[src/rtl/pulse_scheduler_pkg.sv]
// Shared definitions for the pulse scheduler: default sizing and the ID-width helper.
package pulse_scheduler_pkg;

   localparam int NCH_DEF = 4;   // default number of channels
   localparam int PW_DEF  = 16;  // default period/counter width

   // Bits needed to encode values 0..v-1, never less than one bit.
   function automatic int min_bit_width(input int v);
      int w;
      w = 1;
      while ((1 << w) < v) w++;
      return w;
   endfunction

endpackage

[src/rtl/pulse_scheduler_rr_arbiter.sv]
// Round-robin request picker: first set request at or after ptr_i, wrapping mod NCH.
module rr_arbiter
   import pulse_scheduler_pkg::*;
#(
   parameter  int NCH = NCH_DEF,
   localparam int IDW = min_bit_width(NCH)
) (
   input  logic [NCH-1:0] req_i,
   input  logic [IDW-1:0] ptr_i,
   output logic [NCH-1:0] gnt_o,
   output logic [IDW-1:0] idx_o,
   output logic           any_o
);

   int             pos;
   logic [IDW-1:0] sel;

   // Scan from the pointer and grant the first requester found.
   always_comb begin
      gnt_o = '0;
      idx_o = '0;
      any_o = 1'b0;
      pos   = 0;
      sel   = '0;
      for (int k = 0; k < NCH; k++) begin
         pos = int'(ptr_i) + k;
         if (pos >= NCH) pos = pos - NCH;
         sel = IDW'(pos);
         if (!any_o && req_i[sel]) begin
            any_o      = 1'b1;
            gnt_o[sel] = 1'b1;
            idx_o      = sel;
         end
      end
   end

endmodule

[src/rtl/pulse_scheduler.sv]
// Multi-channel periodic event scheduler: programmable down-counters per channel,
// one pending slot per channel, round-robin serialisation onto a valid/ready stream.
module pulse_scheduler
   import pulse_scheduler_pkg::*;
#(
   parameter  int NCH = NCH_DEF,
   parameter  int PW  = PW_DEF,
   localparam int IDW = min_bit_width(NCH)
) (
   input  logic           CLK,
   input  logic           RST,
   input  logic           CFG_WE,
   input  logic [IDW-1:0] CFG_CH,
   input  logic [PW-1:0]  CFG_PERIOD,
   input  logic           CFG_EN,
   output logic           EV_VALID,
   input  logic           EV_READY,
   output logic [IDW-1:0] EV_CH,
   output logic [NCH-1:0] OVERRUN,
   output logic [NCH-1:0] PENDING
);

   logic [NCH-1:0] cfg_hit;
   logic [NCH-1:0] fire;
   logic           cfg_off;

   logic [NCH-1:0] pend_q, pend_d;
   logic [NCH-1:0] ovr_q, ovr_d;
   logic           ev_valid_q, ev_valid_d;
   logic [IDW-1:0] ev_ch_q, ev_ch_d;
   logic [IDW-1:0] ptr_q, ptr_d;

   logic [NCH-1:0] gnt;
   logic [IDW-1:0] gnt_idx;
   logic           gnt_any;
   logic           load;
   logic [NCH-1:0] take;

   // A zero period is treated the same as an explicit disable.
   assign cfg_off = !CFG_EN || (CFG_PERIOD == '0);

   for (genvar gi = 0; gi < NCH; gi++) begin : g_ch
      logic [PW-1:0] period_q;
      logic [PW-1:0] cnt_q;
      logic          en_q;

      // Addresses >= NCH never match, so such writes fall through untouched.
      assign cfg_hit[gi] = CFG_WE && (CFG_CH == IDW'(gi));
      assign fire[gi]    = en_q && (cnt_q == '0);

      // Per-channel down-counter; a config write takes priority over reload/decrement.
      always_ff @(posedge CLK) begin
         if (RST) begin
            period_q <= '0;
            cnt_q    <= '0;
            en_q     <= 1'b0;
         end else if (cfg_hit[gi]) begin
            period_q <= CFG_PERIOD;
            cnt_q    <= CFG_PERIOD - PW'(1);
            en_q     <= !cfg_off;
         end else if (fire[gi]) begin
            cnt_q    <= period_q - PW'(1);
         end else if (en_q) begin
            cnt_q    <= cnt_q - PW'(1);
         end
      end
   end

   rr_arbiter #(.NCH(NCH)) u_arb (
      .req_i (pend_q),
      .ptr_i (ptr_q),
      .gnt_o (gnt),
      .idx_o (gnt_idx),
      .any_o (gnt_any)
   );

   assign load = !ev_valid_q || EV_READY;
   assign take = load ? gnt : '0;

   // Next-state for pending/overrun flags, output register and arbitration pointer.
   always_comb begin
      pend_d     = pend_q;
      ovr_d      = ovr_q;
      ev_valid_d = ev_valid_q;
      ev_ch_d    = ev_ch_q;
      ptr_d      = ptr_q;
      for (int i = 0; i < NCH; i++) begin
         if (take[i]) pend_d[i] = 1'b0;
         if (fire[i]) begin
            // A fire only drops when the slot stays occupied through this edge.
            if (pend_q[i] && !take[i]) ovr_d[i] = 1'b1;
            pend_d[i] = 1'b1;
         end
         if (cfg_hit[i]) begin
            ovr_d[i] = 1'b0;
            if (cfg_off) pend_d[i] = 1'b0;
         end
      end
      if (load) begin
         ev_valid_d = gnt_any;
         if (gnt_any) begin
            ev_ch_d = gnt_idx;
            ptr_d   = (gnt_idx == IDW'(NCH - 1)) ? '0 : gnt_idx + IDW'(1);
         end
      end
   end

   // Control state registers.
   always_ff @(posedge CLK) begin
      if (RST) begin
         pend_q     <= '0;
         ovr_q      <= '0;
         ev_valid_q <= 1'b0;
         ev_ch_q    <= '0;
         ptr_q      <= '0;
      end else begin
         pend_q     <= pend_d;
         ovr_q      <= ovr_d;
         ev_valid_q <= ev_valid_d;
         ev_ch_q    <= ev_ch_d;
         ptr_q      <= ptr_d;
      end
   end

   assign EV_VALID = ev_valid_q;
   assign EV_CH    = ev_ch_q;
   assign OVERRUN  = ovr_q;
   assign PENDING  = pend_q;

endmodule
[config.mk]
export PLATFORM = sky130hd
export DESIGN_NAME = pulse_scheduler
export DESIGN_NICKNAME = d
export VERILOG_FILES = /design/src/rtl/pulse_scheduler_pkg.sv /design/src/rtl/pulse_scheduler_rr_arbiter.sv /design/src/rtl/pulse_scheduler.sv
export SDC_FILE = /design/constraint.sdc
export NUM_CORES = 1
export LEC_CHECK = 0
export ABC_AREA = 1
export CAP_MARGIN = 10
export CORE_MARGIN = 10
export CORE_UTILIZATION = 65
export CTS_CLUSTER_DIAMETER = 80
export DETAILED_ROUTE_END_ITERATION = 10
export PLACE_DENSITY = 0.86
export SYNTH_ARGS = -nofsm -noshare
export SYNTH_HDL_FRONTEND = slang
export SYNTH_SLANG_ARGS = --single-unit
[constraint.sdc]
create_clock -name CLK -period 6.6 [get_ports CLK]
set_clock_uncertainty 0.05 [all_clocks]
set_input_delay 1.98 -clock CLK [delete_from_list [all_inputs] [get_ports CLK]]
set_output_delay 1.98 -clock CLK [all_outputs]
set_load 0.005 [all_outputs]
==> out/metrics.cfg <==
[status]
status = completed

[yosys]
ys_types = 46
ys_warn_count = 0
syn_inst = 1428
synth_flop_cell = sky130_fd_sc_hd__dfxtp_1
syn_nets = 1465
synth_seq_cells = 145
syn_area_mm2 = 0.009309
synth_seq_area_share_pct = 31.18
synthesis.area_per_instance_um2 = 6.519
synth-edff-count = 0
synth-async-reset-ratio_pct = 0

[pwr]
total_power_mw = 2.992
max-vdd-ir-drop_mv = 0.2854
pleak_nw = 4.702
power_density_over_cell_area_mw_per_mm2 = 289.8

[sta]
maxSlewViolCount = 0
setup_violations = 0
maximum_clock_frequency_mhz = 212.9
final-hold-violation-count = 0
fin_tns_setup_ns = 0
timing.final.ws_setup_ns = 1.904
final_period_minus_worst_setup_slack_ns = 4.696
setup_repair_after_global_routing_missed_its_margin = no
relSlewSlack_pct = 20.95
final_min_period_over_clock_period_pct = 71.16
tightestPinTransition_ns = 1.181

[clocking]
clock_tree.root_cell = sky130_fd_sc_hd__clkbuf_16
cts_htree_levels = 4
clock_input_transition_at_the_sequential_cells_of_the_worst_setup_and_hold_paths_ns = 0.06
post-cts-setup-buffers = 0
cts_resized = 0
tritoncts_num_sinks = 145
ctsHoldBuffers = 0
clock_insertion_delay_at_the_later_pin_of_the_skew_report_ns = 0.43
cts-root-to-sink-buffers = 2
numCtsBuffers = 17
cts_tree = built

[die]
die_h_um = 139.7
initial_utilization_pct = 66.80
floorplan.die.width_um = 139.7
design.die.area_mm2 = 0.01951
core_mm2 = 0.01393
rows = 43
boundaryPins = 34

[setup_path]
setup.worst_path.class = in -> reg
worstPathRequired_ns = 6.90
worst_r2r_path_depth = 15
worst_ep_arrival_ns = 5.00
worst_r2r_end = g_ch[2].cnt_q[12]
cp-start-kind = primary input
reg_to_reg_start = g_ch[2].cnt_q[12]
crit_path_end_kind = register
critPathMaxFanout = 31
reg2reg_setup_slack_ns = 3.73

[placement]
hpwl_um = 19570
dp_slack_ns = 1.605
placedCellCount = 1599
gpl.final_weighted_congestion = 1.002
placement.io_buffers = 33

[cells_and_area]
area_growth_pct = 10.94
nets = 1475
stdcell_count = 1628
antennaDiodeCount = 0
final_layout_size_suffix_gt1_share_pct = 9.945
layout_common_cells = sky130_fd_sc_hd__nand2_1 (300), sky130_fd_sc_hd__inv_1 (179), sky130_fd_sc_hd__nor2_1 (151)
layout_commonest_cell = sky130_fd_sc_hd__nand2_1

[global_routing]
number_of_antenna_violations_at_the_first_check_in_global_routing = 0
grt_overflow = 0
global_route_wire_length_before_repair_um = 45290
gr-usage-met1_pct = 34.68
grt_max_degree = 90
first_global_vias = 9035
fraction_of_met3_tracks_used_by_global_routing_pct = 6.635
grt_usage_pct = 28.11
grt_util_met2_pct = 44.98
grt_busiest_layer = met2

[routing]
count_of_vias_placed_by_the_detailed_router = 9796
remaining_drc_errors = 0
ant_nets = 0
drt_first_iter_violations = 1469
drt-vias-per-instance = 6.017
wl_per_cell_um = 17.43
wl_um = 28370
drt_pre_antenna_iters = 5

[worst_hold_path]
whs_path_depth = 2
hold_path_startpoint = OVERRUN[0]
worst_hold_path_type = reg -> reg
hold-path-endpoint = OVERRUN[0]

[run]
cap_violations = 0

[critical path, stage by stage]
cell and delay [ns]:
sky130_fd_sc_hd__clkdlybuf4s50_1 0.51, sky130_fd_sc_hd__inv_1 0.08, sky130_fd_sc_hd__nand3_1 0.08, sky130_fd_sc_hd__buf_4 0.32, sky130_fd_sc_hd__inv_1 0.41, sky130_fd_sc_hd__nor2_1 0.92, sky130_fd_sc_hd__inv_1 0.27, sky130_fd_sc_hd__o21ai_0 0.23
sky130_fd_sc_hd__inv_1 0.06, sky130_fd_sc_hd__a21oi_1 0.12
[cell usage after synthesis (15+ instances only)]
library cell,count,area [um2]
sky130_fd_sc_hd__nand2_1,300,1126
sky130_fd_sc_hd__inv_2,15,56.30
sky130_fd_sc_hd__nand2_2,21,131.4
sky130_fd_sc_hd__xor2_1,20,175.2
sky130_fd_sc_hd__dfxtp_1,145,2903
sky130_fd_sc_hd__nor2_4,15,168.9
sky130_fd_sc_hd__a21oi_1,119,595.6
sky130_fd_sc_hd__nor2_1,152,570.6
sky130_fd_sc_hd__nor2_2,23,143.9
sky130_fd_sc_hd__clkbuf_1,36,135.1
sky130_fd_sc_hd__o21ai_0,99,495.5
sky130_fd_sc_hd__nand3_1,96,480.5
sky130_fd_sc_hd__nand4_1,37,231.5
sky130_fd_sc_hd__inv_1,180,675.7
sky130_fd_sc_hd__a22oi_1,37,277.8
[worst max path at each step]
stage	cells after the start	from	to	slack, ns
after floorplan	11	CFG_PERIOD[1]	g_ch[3].cnt_q[14]	3.19
final	10	CFG_CH[0]	g_ch[0].cnt_q[12]	1.90
after CTS	10	CFG_CH[0]	g_ch[0].cnt_q[12]	2.03
after global routing	10	CFG_CH[0]	g_ch[0].cnt_q[7]	1.62
after detailed placement	10	CFG_CH[0]	g_ch[0].cnt_q[12]	1.61
after global placement	10	CFG_CH[0]	g_ch[0].cnt_q[12]	1.71
[state kept, by name, indices dropped and copies added, names as in the netlist]
register       count
g_ch.cnt_q        64
ptr_q              2
OVERRUN            4
g_ch.en_q          4
g_ch.period_q     64
EV_CH              2
PENDING            4
EV_VALID           1
[power breakdown]
group | switching, mW | internal, mW | leakage [nW]
sequential | 0.0508 | 0.939 | 1.19
clock | 0.376 | 0.674 | 0.297
combinational | 0.645 | 0.308 | 3.22
total | 1.07 | 1.92 | 4.70
[layout make-up]
type,instances,area [um2]
Clock inverter,10,186.4
Tap cell,180,225.2
Inverter,197,742.0
Clock buffer,19,442.9
Sequential cell,145,2903
Multi-Input combinational cell,1036,5443
Fill cell,1171,3607
Timing Repair Buffer,41,385.4
[routing by layer]
metal,vias up,wire (um)
met4,0,1416
met5,-,0
met2,536,12870
met3,110,2806
li1,4693,-
met1,4457,11270
[kinds of logic (layout without fill, tap and decap cells)]
group,count (synthesis),after routing,share of synthesized area [%]
buffers and inverters,247,267,10.38
and+or+nand+nor,683,683,34.85
AOI/OAI and AO/OA,315,315,19.45
adders and majority gates,14,14,1.882
DFF,145,145,31.18
xor gates and xnor gates,24,24,2.258
[stage by stage]
| stage | instance area [um2] | util, % | hold slack [ns] |
|---|---|---|---|
| global placement | 9698 | 69.60 | 0.3864 |
| floorplan | 9309 | - | 0.3740 |
| global route | 10330 | 74.11 | 0.4219 |
| CTS | 10330 | 74.11 | 0.3991 |
| finish | 10330 | 74.11 | 0.3972 |
| detailed placement | 9698 | 69.60 | 0.3900 |
No activity file was read; power rests on OpenSTA's default activity.
